--- src/rtl/hwpe_ctrl_target_if.sv ---
// Request/response channel between the AXI-to-TCDM bridge (master) and the HWPE control target (slave).
interface hwpe_ctrl_target_if #(
    parameter int AddrWidth = 32
);
    logic                 req_valid;
    logic                 req_ready;
    logic [AddrWidth-1:0] req_addr;
    logic                 req_write;
    logic [31:0]          req_wdata;
    logic [3:0]           req_be;
    logic                 rsp_valid;
    logic [31:0]          rsp_rdata;

    modport master (
        output req_valid, req_addr, req_write, req_wdata, req_be,
        input  req_ready, rsp_valid, rsp_rdata
    );

    modport slave (
        input  req_valid, req_addr, req_write, req_wdata, req_be,
        output req_ready, rsp_valid, rsp_rdata
    );
endinterface

--- src/rtl/hwpe_ctrl_target.sv ---
// HWPE control-port responder: job register file, NrContexts-deep job queue, dispatch FSM
// and a one-cycle completion event towards every cluster core.
module hwpe_ctrl_target #(
    parameter int NrCores    = 8,
    parameter int NumJobRegs = 8,
    parameter int NrContexts = 2,
    parameter int AddrWidth  = 32
) (
    input  logic                    clk_i,
    input  logic                    rst_ni,
    hwpe_ctrl_target_if.slave       bus,
    output logic                    job_start_o,
    output logic [NumJobRegs*32-1:0] job_regs_o,
    output logic [7:0]              job_id_o,
    input  logic                    engine_busy_i,
    input  logic                    engine_done_i,
    output logic                    clear_o,
    output logic [NrCores-1:0]      evt_o
);

    localparam int              CntW    = $clog2(NrContexts + 1);
    localparam logic [CntW-1:0] FullCnt = CntW'(NrContexts);

    localparam logic [1:0] StIdle    = 2'd0;
    localparam logic [1:0] StStart   = 2'd1;
    localparam logic [1:0] StRunning = 2'd2;

    localparam logic [5:0] WTrigger  = 6'd0;
    localparam logic [5:0] WAcquire  = 6'd1;
    localparam logic [5:0] WFinished = 6'd2;
    localparam logic [5:0] WStatus   = 6'd3;
    localparam logic [5:0] WRunId    = 6'd4;
    localparam logic [5:0] WSoftClr  = 6'd5;

    logic [1:0]                              state_q, state_d;
    logic [CntW-1:0]                         count_q, count_d;
    logic [NrContexts-1:0][NumJobRegs*32-1:0] queue_regs_q;
    logic [NrContexts-1:0][7:0]              queue_id_q;
    logic [NumJobRegs-1:0][31:0]             staging_q;
    logic [7:0]                              id_q;
    logic                                    acquired_q;
    logic [31:0]                             finished_q;
    logic                                    rsp_valid_q;
    logic [31:0]                             rsp_rdata_q, rdata_d;
    logic                                    clear_q;
    logic [NrCores-1:0]                      evt_q;

    logic [5:0]      word;
    logic            rd_req, wr_req, be_any, queue_empty, acquire_ok;
    logic            do_acquire, do_trigger, do_clear, do_pop;
    logic [CntW-1:0] push_idx;
    logic [7:0]      head_id;
    logic            unused_addr;

    assign word        = bus.req_addr[7:2];
    assign unused_addr = ^{bus.req_addr[AddrWidth-1:8], bus.req_addr[1:0]};
    assign rd_req      = bus.req_valid & ~bus.req_write;
    assign wr_req      = bus.req_valid & bus.req_write;
    assign be_any      = |bus.req_be;
    assign queue_empty = (count_q == '0);

    // An outstanding acquisition always owns a free slot, so it keeps succeeding with the same ID.
    assign acquire_ok = acquired_q | (count_q != FullCnt);
    assign do_acquire = rd_req & (word == WAcquire) & acquire_ok;
    assign do_trigger = wr_req & (word == WTrigger) & be_any & acquired_q;
    assign do_clear   = wr_req & (word == WSoftClr) & be_any;
    assign do_pop     = (state_q == StRunning) & engine_done_i & ~do_clear;
    assign push_idx   = count_q - CntW'(do_pop);
    assign head_id    = queue_empty ? 8'd0 : queue_id_q[0];

    always_comb begin
        state_d = state_q;
        case (state_q)
            StIdle:    if (!queue_empty && !engine_busy_i) state_d = StStart;
            StStart:   state_d = StRunning;
            StRunning: if (engine_done_i) state_d = StIdle;
            default:   state_d = StIdle;
        endcase
        if (do_clear) state_d = StIdle;
    end

    always_comb begin
        count_d = count_q;
        if (do_clear)                     count_d = '0;
        else if (do_trigger && !do_pop)   count_d = count_q + CntW'(1);
        else if (!do_trigger && do_pop)   count_d = count_q - CntW'(1);
    end

    always_comb begin
        rdata_d = '0;
        if (rd_req) begin
            case (word)
                WAcquire:  rdata_d = acquire_ok ? {24'd0, id_q} : 32'hFFFF_FFFF;
                WFinished: rdata_d = finished_q;
                WStatus:   rdata_d = {22'd0, 8'(count_q), count_q == FullCnt, state_q != StIdle};
                WRunId:    rdata_d = {24'd0, head_id};
                default: begin
                    for (int i = 0; i < NumJobRegs; i++)
                        if (word == 6'(16 + i)) rdata_d = staging_q[i];
                end
            endcase
        end
    end

    always_ff @(posedge clk_i or negedge rst_ni) begin
        if (!rst_ni) begin
            state_q     <= StIdle;
            count_q     <= '0;
            id_q        <= '0;
            acquired_q  <= 1'b0;
            finished_q  <= '0;
            rsp_valid_q <= 1'b0;
            rsp_rdata_q <= '0;
            clear_q     <= 1'b0;
            evt_q       <= '0;
        end else begin
            state_q     <= state_d;
            count_q     <= count_d;
            rsp_valid_q <= bus.req_valid;
            rsp_rdata_q <= rdata_d;
            clear_q     <= do_clear;
            evt_q       <= {NrCores{do_pop}};
            if (do_trigger) id_q <= id_q + 8'd1;
            if (do_clear || do_trigger) acquired_q <= 1'b0;
            else if (do_acquire)        acquired_q <= 1'b1;
            if (wr_req && word == WFinished) finished_q <= '0;
            else if (do_pop)                 finished_q <= finished_q + 32'd1;
        end
    end

    always_ff @(posedge clk_i or negedge rst_ni) begin
        if (!rst_ni) begin
            staging_q <= '0;
        end else begin
            for (int i = 0; i < NumJobRegs; i++)
                if (wr_req && word == 6'(16 + i))
                    for (int b = 0; b < 4; b++)
                        if (bus.req_be[b]) staging_q[i][8*b +: 8] <= bus.req_wdata[8*b +: 8];
        end
    end

    // Head lives in slot 0; a push in the same cycle as a pop lands one slot lower than count.
    always_ff @(posedge clk_i or negedge rst_ni) begin
        if (!rst_ni) begin
            queue_regs_q <= '0;
            queue_id_q   <= '0;
        end else begin
            if (do_pop) begin
                for (int k = 0; k < NrContexts - 1; k++) begin
                    queue_regs_q[k] <= queue_regs_q[k+1];
                    queue_id_q[k]   <= queue_id_q[k+1];
                end
            end
            if (do_trigger) begin
                for (int k = 0; k < NrContexts; k++) begin
                    if (push_idx == CntW'(k)) begin
                        queue_regs_q[k] <= staging_q;
                        queue_id_q[k]   <= id_q;
                    end
                end
            end
        end
    end

    assign bus.req_ready = 1'b1;
    assign bus.rsp_valid = rsp_valid_q;
    assign bus.rsp_rdata = rsp_rdata_q;
    assign job_start_o   = (state_q == StStart);
    assign job_regs_o    = queue_empty ? '0 : queue_regs_q[0];
    assign job_id_o      = head_id;
    assign clear_o       = clear_q;
    assign evt_o         = evt_q;

endmodule
--- src/flat_wrapper.sv ---
// flat-port wrapper written by rule: the top's interface ports become plain ports
module hwpe_ctrl_target_flat 
#(
    parameter int NrCores    = 8,
    parameter int NumJobRegs = 8,
    parameter int NrContexts = 2,
    parameter int AddrWidth  = 32
)
  (clk_i, rst_ni, job_start_o, job_regs_o, job_id_o, engine_busy_i, engine_done_i, clear_o, evt_o, bus_req_valid, bus_req_addr, bus_req_write, bus_req_wdata, bus_req_be, bus_req_ready, bus_rsp_valid, bus_rsp_rdata);
  hwpe_ctrl_target_if #(.AddrWidth(AddrWidth)) bus_i ();
  input  logic clk_i;
  input  logic rst_ni;
  output logic job_start_o;
  output logic [NumJobRegs*32-1:0] job_regs_o;
  output logic [7:0] job_id_o;
  input  logic engine_busy_i;
  input  logic engine_done_i;
  output logic clear_o;
  output logic [NrCores-1:0] evt_o;
  input wire logic [$bits(bus_i.req_valid)-1:0] bus_req_valid;
  input wire logic [$bits(bus_i.req_addr)-1:0] bus_req_addr;
  input wire logic [$bits(bus_i.req_write)-1:0] bus_req_write;
  input wire logic [$bits(bus_i.req_wdata)-1:0] bus_req_wdata;
  input wire logic [$bits(bus_i.req_be)-1:0] bus_req_be;
  output wire logic [$bits(bus_i.req_ready)-1:0] bus_req_ready;
  output wire logic [$bits(bus_i.rsp_valid)-1:0] bus_rsp_valid;
  output wire logic [$bits(bus_i.rsp_rdata)-1:0] bus_rsp_rdata;
  assign bus_i.req_valid = bus_req_valid;
  assign bus_i.req_addr = bus_req_addr;
  assign bus_i.req_write = bus_req_write;
  assign bus_i.req_wdata = bus_req_wdata;
  assign bus_i.req_be = bus_req_be;
  assign bus_req_ready = bus_i.req_ready;
  assign bus_rsp_valid = bus_i.rsp_valid;
  assign bus_rsp_rdata = bus_i.rsp_rdata;
  hwpe_ctrl_target #(.NrCores(NrCores), .NumJobRegs(NumJobRegs), .NrContexts(NrContexts), .AddrWidth(AddrWidth)) u_core (.clk_i(clk_i), .rst_ni(rst_ni), .bus(bus_i), .job_start_o(job_start_o), .job_regs_o(job_regs_o), .job_id_o(job_id_o), .engine_busy_i(engine_busy_i), .engine_done_i(engine_done_i), .clear_o(clear_o), .evt_o(evt_o));
endmodule
--- config.mk ---
export PLATFORM = sky130hd
export DESIGN_NAME = hwpe_ctrl_target_flat
export DESIGN_NICKNAME = d
export VERILOG_FILES = /design/src/rtl/hwpe_ctrl_target_if.sv /design/src/rtl/hwpe_ctrl_target.sv /design/src/flat_wrapper.sv
export SDC_FILE = /design/constraint.sdc
export NUM_CORES = 1
export LEC_CHECK = 0
export BUFFER_PORTS_ARGS = -buffer_cell sky130_fd_sc_hd__buf_4
export CAP_MARGIN = 10
export CELL_PAD_IN_SITES_DETAIL_PLACEMENT = 1
export CELL_PAD_IN_SITES_GLOBAL_PLACEMENT = 2
export CORE_MARGIN = 3
export CORE_UTILIZATION = 39
export CTS_CLUSTER_DIAMETER = 50
export DETAILED_ROUTE_END_ITERATION = 10
export GPL_ROUTABILITY_DRIVEN = 0
export GPL_TIMING_DRIVEN = 0
export PLACE_DENSITY_LB_ADDON = 0.3
export SYNTH_ARGS = -nofsm -noshare
export SYNTH_HDL_FRONTEND = slang
export SYNTH_SLANG_ARGS = --single-unit
--- constraint.sdc ---
create_clock -name clk_i -period 3.61 [get_ports clk_i]
set_input_delay 0.1805 -clock clk_i [delete_from_list [all_inputs] [get_ports clk_i]]
set_output_delay 0.1805 -clock clk_i [all_outputs]
set_load 0.01 [all_outputs]
* After elaboration in Yosys (flattened, before gate mapping)
Index checks and enable logic that the tools add are counted.
Word-level totals: bits in registers 864, output and inout port bits 308, word-level logic and storage cells 174
Operators by class: $add $sub $neg 5, equal/unequal tests 20, multiplexer cells 30, bitwise operators 14, reduce and logical (&&, ||, !) cells 60
Operators with widths (number):
- $mux W256 | 4
- $mux W32 | 12
- $pmux W32 S4 | 1
- $reduce_and A2 Y1 | 34
- $eq A6 B5 Y1 const B | 8
- $add A32 B1 Y32 const B | 1
- $mux W8 | 4
- $eq A6 B2 Y1 const B | 2
- $eq A6 B3 Y1 const B | 2
- $logic_and A1 B1 Y1 | 12
- $mux W2 | 6
- $and A1 B1 Y1 | 11
- $add A8 B1 Y8 const B | 1
- $eq A6 B1 Y1 const B | 1
- $logic_not A2 Y1 | 3
- $logic_not A6 Y1 | 1
- $pmux W2 S3 | 1
- $reduce_bool A2 Y1 | 3
- $eq A2 B1 Y1 const B | 2
- $eq A2 B2 Y1 const B | 2
- $logic_not A1 Y1 | 4
- $reduce_or A4 Y1 | 1
- $ne A3 B1 Y1 const B | 1
- $ne A3 B2 Y1 const B | 1
- other kinds (9) | 11

* Depth between registers and ports, before layout
Gate-level depths: netlist of run 1.
depth after elaboration 11, depth in mapped cells 13

* Worst setup path before layout of run 1
No wires, ideal clock.
path kind input port to flip-flop, start point input port bus_req_addr[7], end point register u_core.queue_regs_q[468] in the netlist's numbering, library setup time 0.125 ns, arrival 2.906 ns, data required time 3.485 ns, slack 0.580 ns, stages on the path 13, buffers on the path 4, cells stage by stage or2_2 -> or4_1 -> buf_2 -> nand2_2 -> inv_2 -> clkbuf_1 -> ha_1 -> xnor2_1 -> nand2_2 -> nor2_4 -> buf_6 -> buf_6 -> mux2_2
On the way: longest elaborated chain between the ends 8
RTL lines:
- start, declared | line flat_wrapper.sv:21 | input wire logic [$bits(bus_i.req_addr)-1:0] bus_req_addr;
- $eq A6 B3 Y1 | line hwpe_ctrl_target.sv:66 | assign do_clear = wr_req & (word == WSoftClr) & be_any;
- $and A1 B1 Y1 (2 in series) | line hwpe_ctrl_target.sv:66
- $not A1 Y1 | line hwpe_ctrl_target.sv:67 | assign do_pop = (state_q == StRunning) & engine_done_i & ~do_clear;
- $and A1 B1 Y1 | line hwpe_ctrl_target.sv:67
- via u_core.do_pop | line hwpe_ctrl_target.sv:50 | logic do_acquire, do_trigger, do_clear, do_pop;
- $sub A2 B1 Y2 | line hwpe_ctrl_target.sv:68 | assign push_idx = count_q - CntW'(do_pop);
- $eq A2 B1 Y1 | line hwpe_ctrl_target.sv:156 | if (push_idx == CntW'(k)) begin
- $reduce_and A2 Y1 (no line)
- end signal, assigned by index | line hwpe_ctrl_target.sv:150 | queue_regs_q[k] <= queue_regs_q[k+1];
- end signal, assigned by index | line hwpe_ctrl_target.sv:157 | queue_regs_q[k] <= staging_q;
- end, declared | line hwpe_ctrl_target.sv:37 | logic [NrContexts-1:0][NumJobRegs*32-1:0] queue_regs_q;
The timed path passes the listed nets, and every way through them passes these cells. A chain may end at the register's enable or synchronous reset.

* Worst setup path in the final report of run 1
start point input port bus_req_addr[2], end point register u_core.rsp_rdata_q[23] (netlist: u_core.bus.rsp_rdata[23])
On the way: longest elaborated chain between the ends 11
RTL lines:
- $eq A6 B5 Y1 | line hwpe_ctrl_target.sv:99 | if (word == 6'(16 + i)) rdata_d = staging_q[i];
- $mux W32 (8 in series) | line hwpe_ctrl_target.sv:99
- $pmux W32 S4 * | line hwpe_ctrl_target.sv:92 | case (word)
- $mux W32 * | line hwpe_ctrl_target.sv:91 | if (rd_req) begin
- via u_core.rdata_d[23] | line hwpe_ctrl_target.sv:44 | logic [31:0] rsp_rdata_q, rdata_d;
- end signal, assigned | line hwpe_ctrl_target.sv:120 | rsp_rdata_q <= rdata_d;
- end, declared | line hwpe_ctrl_target.sv:44
The timed path passes the listed nets; every way through them passes the cells marked *.

==> summary.txt, run 1 <==
Clock tree
  • # H-tree levels: 3
  • Clk slew on worst S/H paths: 0.06 ns
  • Largest buffer count on any clock path: 3
  • CTS buffer count: 112
  • CTS tree: built
  • Clock sinks: 864
  • Later-pin clock latency in the skew report: 0.70 ns
  • Clock root cell: clkbuf_16

Run
  • Maximum capacitance violations: 0

Worst setup path
  • Crit Path Class: input pin to flip-flop
  • Slowest CP cell: nor4_1
  • Crit. End Element: flip-flop
  • Critical Path Max Stage Delay: 0.75 ns
  • CP cell instances: dlygate4sd3_1 -> buf_4 -> buf_2 -> nand2b_1 -> nor2_1 -> clkbuf_1 -> a22oi_1 -> and4_1 -> nor4_1
  • Worst setup SP type: input pin
  • Worst r2r src: u_core.state_q[0]$_DFFE_PN0P_
  • CP Max Fanout: 10
  • Worst Path Required: 4.11 ns
  • Critical path arrival: 4.16 ns
  • Setup crit start: bus_req_addr[2]

Floorplan
  • Full die area: 103000 um2
  • Initial Utilization: 39.4%
  • I/O pins: 382
  • Cell row count: 115
  • Chip width: 321 um
  • Die height: 321 um
  • Core outline area: 98600 um2

Timing
  • Max Clock Skew: 0.0344 ns
  • Minimum clock period: 3.65 ns
  • RSZ-0062 raised after global routing: no
  • Worst relative slew slack: 23.1%
  • Final setup fails: 2
  • Worst-Margin Slew: 1.15 ns
  • Fmax: 0.274 GHz
  • Crit share post-route: 101%
  • Final count of hold timing violations: 0
  • Final Max Tran Viols: 0
  • Fin worst setup slack: -0.0407 ns
  • Setup TNS: -0.0718 ns

Finish
  • Synth-to-Final Area Change: 23.1%
  • Final std cells w/o fill: 5409
  • Commonest non-fill, non-tap cell in the layout: dfrtp_1
  • Finished Core Util: 48.4%
  • Filler instances: 10600
  • Layout cells sized above 1: 22.5%
  • Most frequent cells in the layout: 864 x dfrtp_1, 573 x nand2_1, 363 x buf_4
  • Fin nets: 4101

Global route
  • Gr ovfl total: 0
  • First-pass GRT wire length: 218000 um
  • GRT Total Usage: 28.7%
  • Number of global-route vias before repair: 31400
  • Initial antenna violation count: 16
  • Pin count of the biggest net entering global routing: 115

Route
  • Drt first-iter violations: 2777
  • Vias per inst: 5.64
  • Total Wirelength: 150000 um
  • DRT antenna net count: 0
  • Pre-Repair DR Iteration Count: 9
  • Vias: 30500
  • Remaining DRCs: 0
  • Wire length per cell: 27.6 um

Placed design
  • Final HPWL DP: 111000 um
  • Worst slack at placement: -1.22 ns
  • Cell count after placement: 5157
  • Port bufs: 354

Power
  • Design Power: 24700 uW
  • Lkg Pwr: 0.0234 uW
  • P per Cell Area: 517 nW/um2
  • Maximum vdd drop: 0.000377 V

Run status
  • Failing checks: negative setup slack
  • Status: finished with violations

Yosys
  • Leading post-synthesis cells by cell area: dfrtp_1 56%, mux2_2 7.9%, mux2_1 7.3%
  • Syn_nets: 3585
  • Netlist cell types: 63
  • Area leader, netlist: dfrtp_1
  • Synth Cell Area: 38800 um2
  • Post-synth EDFFs: 0
  • Cells after Synth: 3507
  • Syn_area_per_cell: 11.1 um2
  • Yosys reg bits: 864
  • Ys Warns: 0
  • Sequential element share of the synthesized area: 55.7%
  • Top FF cell, synth: dfrtp_1
  • Synth top area share: 55.7%
  • Post-synth ARST share: 100%

Min path
  • HP Class: input pin to asynchronous set/reset pin
==> flip-flops by register name, indices dropped and copies added, names as in the netlist <==
register,flops
u_core.acquired_q,1
u_core.bus.rsp_rdata,32
u_core.bus.rsp_valid,1
u_core.clear_o,1
u_core.count_q,2
u_core.evt_o,1
u_core.finished_q,32
u_core.id_q,8
u_core.queue_id_q,16
u_core.queue_regs_q,512
u_core.staging_q,256
u_core.state_q,2
==> area by class of cell <==
class / count / area (um2) / area share (%)
flip-flops and latches: 864 / 21600 / 45.3
multi-input cells: 2395 / 15800 / 33.0
repair buffers: 403 / 3300 / 6.91
clock buffers: 145 / 3210 / 6.72
well taps: 1287 / 1610 / 3.37
plain buffers: 237 / 1380 / 2.89
clock inverters: 59 / 802 / 1.68
inverters: 10 / 40.0 / 0.0838
diodes: 9 / 22.5 / 0.0472
==> Yosys cell counts (4+ instances only) <==
master	n
xor2_1	17
nand2_2	6
dfrtp_1	864
or4_1	10
inv_1	8
a211oi_1	12
a221oi_1	7
o21ai_0	34
clkbuf_1	171
ha_1	4
a222oi_1	17
o21a_1	6
a22oi_1	49
nor2b_1	273
buf_6	8
or2_2	4
nand3_1	16
and3_1	5
a22o_1	5
buf_1	11
nand4_1	17
o22ai_1	17
mux2_1	250
buf_4	10
buf_12	22
nand2b_1	10
nor2_1	334
xnor2_1	11
a21oi_1	62
a31oi_1	267
and4_1	18
buf_2	16
or3_1	9
o2bb2ai_1	4
mux2i_1	9
mux4_2	8
nor4_1	20
nor3_1	17
mux2_2	272
nand2_1	573
==> worst paths after layout <==
kind,end,slack (ns),depth (start not counted)
min in group clk_i,u_core.id_q[4]$_DFFE_PN0N_,0.06,5
max reg2reg,u_core.queue_regs_q[34]$_DFF_PN0_,0.19,9
max,u_core.bus.rsp_rdata[23]$_DFF_PN0_,-0.04,9
min,u_core.queue_regs_q[33]$_DFF_PN0_,0.03,3
min reg2reg,u_core.queue_regs_q[467]$_DFFE_PN0P_,0.48,1
max in group asynchronous,u_core.queue_regs_q[117]$_DFF_PN0_,1.37,6
==> metal layers <==
layer  wire length (um)  GRT usage (%)  vias to the layer above
li1                   -              -                    13300
met5                 67              0                        -
met2              68300           45.3                     1009
met3              10700           5.95                      254
met4               5920           10.4                       10
met1              64500           39.3                    16000
==> metrics by stage <==
| step | cell area (um2) | hold WS [ns] |
|---|---|---|
| after floorplan | 38800 | -0.115 |
| after global placement | 43100 | 0.364 |
| after detailed placement | 43300 | 0.0424 |
| after CTS | 47700 | 0.0162 |
| after global routing | 47700 | 0.0341 |
| final | 47800 | 0.0294 |
==> worst max-delay path, delay by kind of cell <==
kind	cells	cell delay, ns
AOI/OAI and AO/OA	1	0.29
buffers and inverters	4	1.56
and+or+nand+nor	4	2.11
==> report_power, final <==
group / internal (uW) / total (uW) / switching (uW) / leakage (uW)
registers: 9900 / 10300 / 387 / 0.0120
clock network: 7430 / 12000 / 4550 / 0.00196
logic: 561 / 2400 / 1840 / 0.00945
==> kinds of logic after synthesis <==
| logic type | after synthesis | synth area share [%] |
|---|---|---|
| and+or+nand+nor | 1331 | 15.8 |
| DFF | 864 | 55.7 |
| muxes | 539 | 15.9 |
| AOI/OAI and AO/OA | 492 | 8.19 |
| buffers and inverters | 248 | 3.63 |
| xor gates and xnor gates | 28 | 0.632 |
| adders and majority gates | 4 | 0.129 |
| other | 1 | 0.00967 |
==> what timing repair did <==
item | 4_1_cts | 5_1_grt
gates resized for setup | 9 | 13
endpoints found under the hold margin | 392 | 0
setup endpoints to repair | 537 | 104
pin swaps | 0 | 0
setup buffers | 0 | 0
hold buffers | 40 | 0
(Power assumes the default switching activity.)
==> run 2, diff against run 1 <==
- ABC_AREA: unset -> 1
- CORE_UTILIZATION: 39 -> 36
- REMOVE_ABC_BUFFERS: unset -> 1
==> run 2 against run 1 <==
The run now ends clean. Sequential share of layout area is 0.24 points lower. Maximum frequency is 7.3% higher. Final cell count is 21% higher. Hold slack better by 0.031 ns. Setup slack better by 0.25 ns. Global-route usage is 5.4 points lower. First-iteration DRC count is 27% lower. Clock power hardly changed. Synthesized cell count is 35% higher. Non-clock buffer count is 197 lower. Count of clock-buffer cells in the layout is 20 higher. Area after synthesis is 1.2% higher. Critical path type unchanged. Highest routed layer unchanged.
==> summary.txt, run 2 <==
Yosys
  • Yosys reg bits: 864 (unchanged)
  • Commonest cells post-synth: 1102 x nand2_1, 864 x dfrtp_1, 656 x inv_1
  • Netlist cell types: 33 (-48%)
  • Syn_area_per_cell: 8.28 um2 (-25%)
  • Ys Warns: 0 (unchanged)
  • Post-synth EDFFs: 0 (unchanged)
  • Leading post-synthesis cells by cell area: dfrtp_1 55%, nand2_1 11%, o21ai_1 6.7%
  • Post-synth ARST share: 100% (unchanged)
  • Top FF cell, synth: dfrtp_1
  • Count leader, synth: nand2_1
  • Synth top area share: 55.1% (-0.68 points)
  • Synth Cell Area: 39300 um2 (+1.2%)
  • Cells after Synth: 4742 (+35%)
  • Area leader, netlist: dfrtp_1
  • Sequential element share of the synthesized area: 55.1% (-0.68 points)

Finish
  • Finished Core Util: 44.6% (-3.9 points)
  • Fin nets: 5094 (+24%)
  • Synth-to-Final Area Change: 22.2%
  • Most frequent cells in the layout: 1100 x nand2_1, 864 x dfrtp_1, 653 x inv_1
  • Layout cells sized above 1: 12.4% (-10 points)
  • Filler instances: 12600 (+19%)
  • Largest register FFs: 512 (unchanged)
  • Commonest non-fill, non-tap cell in the layout: nand2_1
  • Top flop regs: u_core.queue_regs_q x512, u_core.staging_q x256
  • Top reg by flops: u_core.queue_regs_q

Clock tree
  • CTS tree: built
  • Clock sinks: 864 (unchanged)
  • CTS buffer count: 120 (+7.1%)
  • Clk slew on worst S/H paths: 0.06 ns (about the same)
  • Largest buffer count on any clock path: 3 (unchanged)
  • # H-tree levels: 3 (unchanged)
  • Later-pin clock latency in the skew report: 0.69 ns (about the same)
  • Clock root cell: clkbuf_16

Worst setup path
  • Worst Path Required: 4.12 ns (about the same)
  • CP cell instances: buf_4 -> inv_1 -> nor2_1 -> nand3_2 -> nand4_1 -> buf_8 -> buf_8 -> inv_1 -> o21ai_0 -> a21oi_1
  • Crit Path Class: input pin to flip-flop
  • Critical Path Max Stage Delay: 0.89 ns (+0.14 ns)
  • Worst setup SP type: input pin
  • CP Max Fanout: 28 (+18)
  • Crit. End Element: flip-flop
  • Critical path arrival: 3.91 ns (-0.25 ns)
  • Slowest CP cell: nand4_1

Placed design
  • Worst slack at placement: -0.584 ns (+0.635 ns)
  • Port bufs: 354 (unchanged)
  • Final HPWL DP: 84800 um (-24%)

Global route
  • Pin count of the biggest net entering global routing: 150 (+30%)
  • First-pass GRT wire length: 204000 um (-6.2%)
  • Number of global-route vias before repair: 33900 (+7.9%)
  • Gr ovfl total: 0 (unchanged)
  • Initial antenna violation count: 10 (-6)
  • GRT Total Usage: 23.3% (-5.4 points)

Route
  • Wire length per cell: 20.3 um (-27%)
  • Total Wirelength: 132000 um (-12%)
  • Pre-Repair DR Iteration Count: 5 (-4)
  • Metal-1 WL: 60100 um (-6.8%)
  • Top Metal Used: met5
  • DR WL met2: 62800 um (-8.2%)
  • DRT antenna net count: 0 (unchanged)
  • Vias per inst: 5.04 (-11%)
  • Drt first-iter violations: 2039 (-27%)
  • Vias: 32900 (+7.6%)
  • Remaining DRCs: 0 (unchanged)
  • Metal3 WL: 5490 um (-49%)

Floorplan
  • Full die area: 113000 um2 (+9.5%)
  • Core outline area: 108000 um2 (+9.2%)
  • I/O pins: 382 (unchanged)
  • Chip width: 336 um (+4.6%)
  • Die height: 336 um (+4.6%)
  • Initial Utilization: 36.5% (-2.9 points)
  • Cell row count: 120 (+4.3%)

Run
  • Maximum capacitance violations: 0 (unchanged)

Timing
  • RSZ-0062 raised after global routing: no
  • Minimum clock period: 3.40 ns (-0.250 ns)
  • Worst-Margin Slew: 1.27 ns (+0.120 ns)
  • Final Max Tran Viols: 0 (unchanged)
  • Worst relative slew slack: 14.4% (-8.7 points)
  • Hold WS: 0.0602 ns (+0.0308 ns)
  • Crit share post-route: 94.2% (-6.9 points)
  • Fin worst setup slack: 0.209 ns (+0.250 ns)
  • Max Clock Skew: 0.0169 ns (-0.0175 ns)
  • Final count of hold timing violations: 0 (unchanged)
  • Fmax: 0.294 GHz (+7.3%)
  • Final setup fails: 0 (-2)

Power
  • Maximum vdd drop: 0.000354 V (-6.1%)
  • Seq pwr share: 33.8% (-7.9 points)
  • Sw power: 11900 uW (+75%)
  • Clock power frac: 34.2% (-14 points)
  • Net Sw Frac: 33.1% (+5.6 points)
  • Pint: 24100 uW (+35%)
  • P per Cell Area: 749 nW/um2 (+45%)
  • Combinational Power Share: 32.0% (+22 points)
  • Lkg Pwr: 0.0222 uW (-5.2%)

Run status
  • Status: finished clean

Min path
  • HP Class: input pin to asynchronous set/reset pin
==> run 2: cell types whose count changed after synthesis, sizes merged, moves of 70 or more <==
| cell | previous run | this run |
|---|---|---|
| o21ai | 34 | 920 |
| mux2 | 522 | 0 |
| nor2b | 273 | 0 |
| o211ai | 0 | 267 |
| inv | 9 | 658 |
| nand2 | 579 | 1103 |
| nor2 | 335 | 405 |
| buf | 67 | 160 |
| a31oi | 267 | 2 |
==> run 2: worst paths after layout <==
kind	start	to	slack (ns)	depth (start not counted)
worst max register to register	u_core.state_q[0]$_DFFE_PN0P_	u_core.queue_regs_q[401]$_DFFE_PN0P_	0.24	11
min in group clk_i	bus_req_addr[6]	u_core.state_q[1]$_DFFE_PN0P_	0.15	5
worst min-delay path	rst_ni	u_core.queue_regs_q[375]$_DFFE_PN0P_	0.06	3
worst min register to register	u_core.staging_q[221]$_DFFE_PN0P_	u_core.staging_q[221]$_DFFE_PN0P_	0.48	2
max in group asynchronous	rst_ni	u_core.queue_regs_q[379]$_DFFE_PN0P_	1.69	6
worst max-delay path	bus_req_addr[3]	u_core.bus.rsp_rdata[25]$_DFF_PN0_	0.21	10
==> run 2: repair_timing <==
| item | 4_1_cts | 5_1_grt |
|---|---|---|
| endpoints found under the setup margin | 38 | 106 |
| hold buffers | 40 | 0 |
| endpoints found under the hold margin | 500 | 0 |
| pin swaps | 0 | 2 |
| setup buffers | 0 | 4 |
| resized for setup | 1 | 3 |
| cloned | 1 | 2 |
==> run 2: per-stage QoR <==
step	instances	instance area [um2]	setup TNS (ns)	power (uW)
3_3_place_gp	6205	42200	-	23500
4_1_cts	6509	47900	0	36400
3_5_place_dp	6250	43300	-55.38	23900
6_report	6520	48000	0	36000
5_1_grt	6518	48000	0	38300
2_1_floorplan	4448	37800	-2120.48	18800
==> run 2: cell families (layout without fill, tap and decap cells) <==
group	Yosys count	in the layout	synth area share, %
AND/OR/NAND/NOR	1630	1633	16.3
AO/OA/AOI/OAI	1273	1273	18.0
buffers and inverters	952	1319	10.1
flip-flops	864	864	55.1
XOR/XNOR	18	18	0.401
adder cells (fa/ha/maj)	4	4	0.127
other	1	6	0.00955
==> run 2: area by class of cell <==
cell class / count / area, um2 / share of cell area [%]
Multi-Input combinational cell: 2929 / 13800 / 28.7
Timing Repair Buffer: 443 / 4160 / 8.66
Inverter: 658 / 2480 / 5.18
Sequential cell: 864 / 21600 / 45.0
Tap cell: 1403 / 1760 / 3.66
Clock buffer: 165 / 3480 / 7.24
Antenna cell: 5 / 12.5 / 0.0261
Clock inverter: 53 / 698 / 1.45
==> run 2: power groups by stage <==
| stage | Clock [uW] | Combinational, uW | Sequential [uW] |
|---|---|---|---|
| 2_1_floorplan | 0 | 6630 | 12200 |
| 3_3_place_gp | 0 | 11200 | 12300 |
| 3_5_place_dp | 0 | 11500 | 12300 |
| 4_1_cts | 12600 | 11700 | 12200 |
| 5_1_grt | 13000 | 12900 | 12400 |
| 6_report | 12300 | 11500 | 12200 |
==> run 2: layer usage <==
metal,global-route usage [%],vias up
met5,0,-
met4,7.63,6
met3,3.45,196
met2,38.4,576
met1,31.5,16200
li1,-,15800
==> run 2: critical path: cells and delay by family <==
kind,cells,cell delay (ns)
buffers and inverters,5,0.93
and+or+nand+nor,3,1.84
AOI/OAI and AO/OA,2,0.92
==> run 3, diff against run 2 <==
- BUFFER_PORTS_ARGS: -buffer_cell sky130_fd_sc_hd__buf_4 -> unset
- CORE_UTILIZATION: 36 -> 38
- DONT_BUFFER_PORTS: unset -> 1
==> run 3 against run 2 <==
The run now ends with negative hold slack, max-slew violations left. Sequential power about the same. Non-clock buffer count down 358. Highest routed layer is now met4. Sequential share of layout area up 2.5 points. Hold slack worse by 0.88 ns. Sequential cell count unchanged. Critical path depth up 5.
==> summary.txt, run 3 (synthesis results as in run 2) <==
Run status
  • Status: finished with violations
  • Failing checks: negative hold slack, max-slew violations

Finish
  • Filler instances: 12100 (-4.3%)
  • Final std cells w/o fill: 6129 (-6.0%)
  • Multi-input logic area: 13800 um2 (about the same)
  • Synth-to-Final Area Change: 15.7%
  • Most frequent cells in the layout: 1100 x nand2_1, 864 x dfrtp_1, 653 x inv_1
  • Layout cells sized above 1: 5.92% (-6.5 points)
  • Largest register FFs: 512 (unchanged)
  • Fin nets: 4734 (-7.1%)
  • Top reg by flops: u_core.queue_regs_q
  • Commonest non-fill, non-tap cell in the layout: nand2_1
  • Finished Core Util: 44.5% (-0.10 points)
  • Register area: 21600 um2 (unchanged)
  • Top flop regs: u_core.queue_regs_q x512, u_core.staging_q x256
  • Cell area after layout: 45500 um2 (-5.3%)

Floorplan
  • Die height: 327 um (-2.6%)
  • Core outline area: 102000 um2 (-5.1%)
  • Full die area: 107000 um2 (-5.2%)
  • Initial Utilization: 38.4% (+2.0 points)
  • Cell row count: 117 (-2.5%)
  • I/O pins: 382 (unchanged)
  • Chip width: 327 um (-2.6%)

Power
  • Net Sw Frac: 33.5% (+0.48 points)
  • Seq pwr share: 36.0% (+2.2 points)
  • Maximum vdd drop: 0.000408 V (+15%)
  • Lkg Pwr: 0.0205 uW (-7.6%)
  • Pint: 22500 uW (-6.5%)
  • P per Cell Area: 745 nW/um2 (-0.57%)
  • Clock power frac: 38.4% (+4.2 points)
  • Combinational Power Share: 25.6% (-6.4 points)
  • Sw power: 11400 uW (-4.5%)

Route
  • Pre-Repair DR Iteration Count: 6 (+1)
  • Vias: 31400 (-4.4%)
  • Remaining DRCs: 0 (unchanged)
  • DRT antenna net count: 0 (unchanged)
  • Wire length per cell: 20.9 um (+2.8%)
  • Vias per inst: 5.13 (+1.7%)
  • Total Wirelength: 128000 um (-3.3%)
  • Drt first-iter violations: 2114 (+3.7%)

Clock tree
  • Later-pin clock latency in the skew report: 0.70 ns (about the same)
  • # H-tree levels: 3 (unchanged)
  • Clk slew on worst S/H paths: 0.06 ns (about the same)
  • Post-CTS setup buffers: 0 (unchanged)
  • Largest buffer count on any clock path: 3 (unchanged)
  • Hold-fix buffers, CTS: 46 (+15%)
  • Clock sinks: 864 (unchanged)
  • Clock root cell: clkbuf_16
  • CTS tree: built
  • CTS buffer count: 119 (-0.83%)

Timing
  • Crit share post-route: 95.5% (+1.3 points)
  • Hold WS: -0.816 ns (-0.877 ns)
  • Final count of hold timing violations: 285 (+285)
  • Final setup fails: 0 (unchanged)
  • Worst relative slew slack: -5.20% (-20 points)
  • RSZ-0062 raised after global routing: no
  • Fmax: 0.290 GHz (-1.3%)
  • Minimum clock period: 3.45 ns (+0.0462 ns)
  • Final Max Tran Viols: 144 (+144)
  • Max Clock Skew: 0.0203 ns (+0.00336 ns)
  • Worst-Margin Slew: 1.58 ns (+0.304 ns)

Global route
  • Number of global-route vias before repair: 31900 (-5.9%)
  • First-pass GRT wire length: 196000 um (-3.9%)
  • Pin count of the biggest net entering global routing: 865 (+480%)
  • GRT Total Usage: 23.6% (+0.28 points)
  • Gr ovfl total: 0 (unchanged)
  • Initial antenna violation count: 2 (-8)

Placed design
  • Cell count after placement: 5851 (-6.4%)
  • Port bufs: 0 (-100%)
  • Final HPWL DP: 79700 um (-6.1%)
  • Placement Cell Area: 40400 um2 (-6.8%)

Min path
  • HP Class: input pin to asynchronous set/reset pin

Worst setup path
  • Crit. End Element: flip-flop
  • Crit Path Class: input pin to flip-flop
  • Critical path arrival: 4.01 ns (+0.10 ns)
  • Worst setup SP type: input pin
  • CP Max Fanout: 77 (+180%)
  • Worst Path Required: 4.17 ns (+0.05 ns)

Run
  • Maximum capacitance violations: 0 (unchanged)
## run 3: changes by cell type in the layout (fill, tap and decap cells not counted), moves of 2 or more
cell / delta
clkinv_4: +2
buf_4: -357
buf_12: -5
clkinv_8: +2
dlygate4sd3_1: +7
clkbuf_8: +4
diode_2: -4
clkbuf_16: -4
buf_8: -3
bufinv_16: +10
clkbuf_1: -7
## run 3: worst max-delay path: stages
cell	delay, ns
inv_1	0.06
nand2_1	0.04
dlygate4sd3_1	0.55
nor2_1	0.15
nand2_1	0.11
nor2_2	0.31
nor2_4	0.19
ha_1	0.31
xnor2_4	0.42
nand3_4	0.43
buf_16	0.38
buf_12	0.23
buf_16	0.23
o211ai_1	0.15
o21ai_1	0.10
## run 3: power by group through the flow
stage          clock network [uW]  registers, uW  logic [uW]
2_1_floorplan                   0          12200        6630
3_3_place_gp                    0          12300        8470
3_5_place_dp                    0          12300        8480
4_1_cts                     13300          12200        8610
5_1_grt                     13800          12400        9880
6_report                    13000          12200        8670
## run 3: cell type report
type,count,area share (%)
Clock inverter,67,2.33
Multi-Input combinational cell,2928,30.3
Clock buffer,158,7.49
Sequential cell,864,47.6
Inverter,658,5.47
Timing Repair Buffer,85,3.05
Tap cell,1368,3.77
Antenna cell,1,0.00551
## run 3: repair_timing
item                                    in CTS  in global routing
cloned                                       0                  2
endpoints found under the setup margin      83                 72
hold endpoints to repair                  1154                276
resized for setup                            1                  2
pin swaps                                    0                  1
## run 3: through the flow
stage	total power (uW)	worst slack, ns	setup TNS (ns)	hold WS (ns)
after floorplan	18800	-4.56	-2120.48	-0.115
final	33900	0.163	0	-0.816
after CTS	34100	0.121	0	-0.856
after detailed placement	20800	-0.549	-98.40	-0.0949
after global placement	20800	-9.79	-5308.29	-0.0767
after global routing	36000	0.0128	0	-0.863
## run 3: final timing paths
| check | slack (ns) | endpoint | depth (start not counted) | startpoint |
|---|---|---|---|---|
| max in group asynchronous | 1.26 | u_core.queue_regs_q[508]$_DFFE_PN0P_ | 3 | rst_ni |
| hold reg to reg | 0.48 | u_core.staging_q[203]$_DFFE_PN0P_ | 2 | u_core.staging_q[203]$_DFFE_PN0P_ |
| setup / recovery | 0.16 | u_core.queue_regs_q[151]$_DFF_PN0_ | 15 | bus_req_addr[5] |
| min in group clk_i | 0.05 | u_core.acquired_q$_DFFE_PN0P_ | 4 | bus_req_addr[6] |
| hold / removal | -0.82 | u_core.queue_regs_q[85]$_DFF_PN0_ | 0 | rst_ni |
| setup reg to reg | 0.17 | u_core.queue_regs_q[151]$_DFF_PN0_ | 11 | u_core.state_q[0]$_DFFE_PN0P_ |
## run 3: metal layers
metal  vias up  GRT usage, %  wire [um]
met4         0          7.51       3880
met1     15600          31.8      58400
met5         -             0          0
met2       524          38.9      60500
met3       195          3.67       5150
li1      15100             -          -
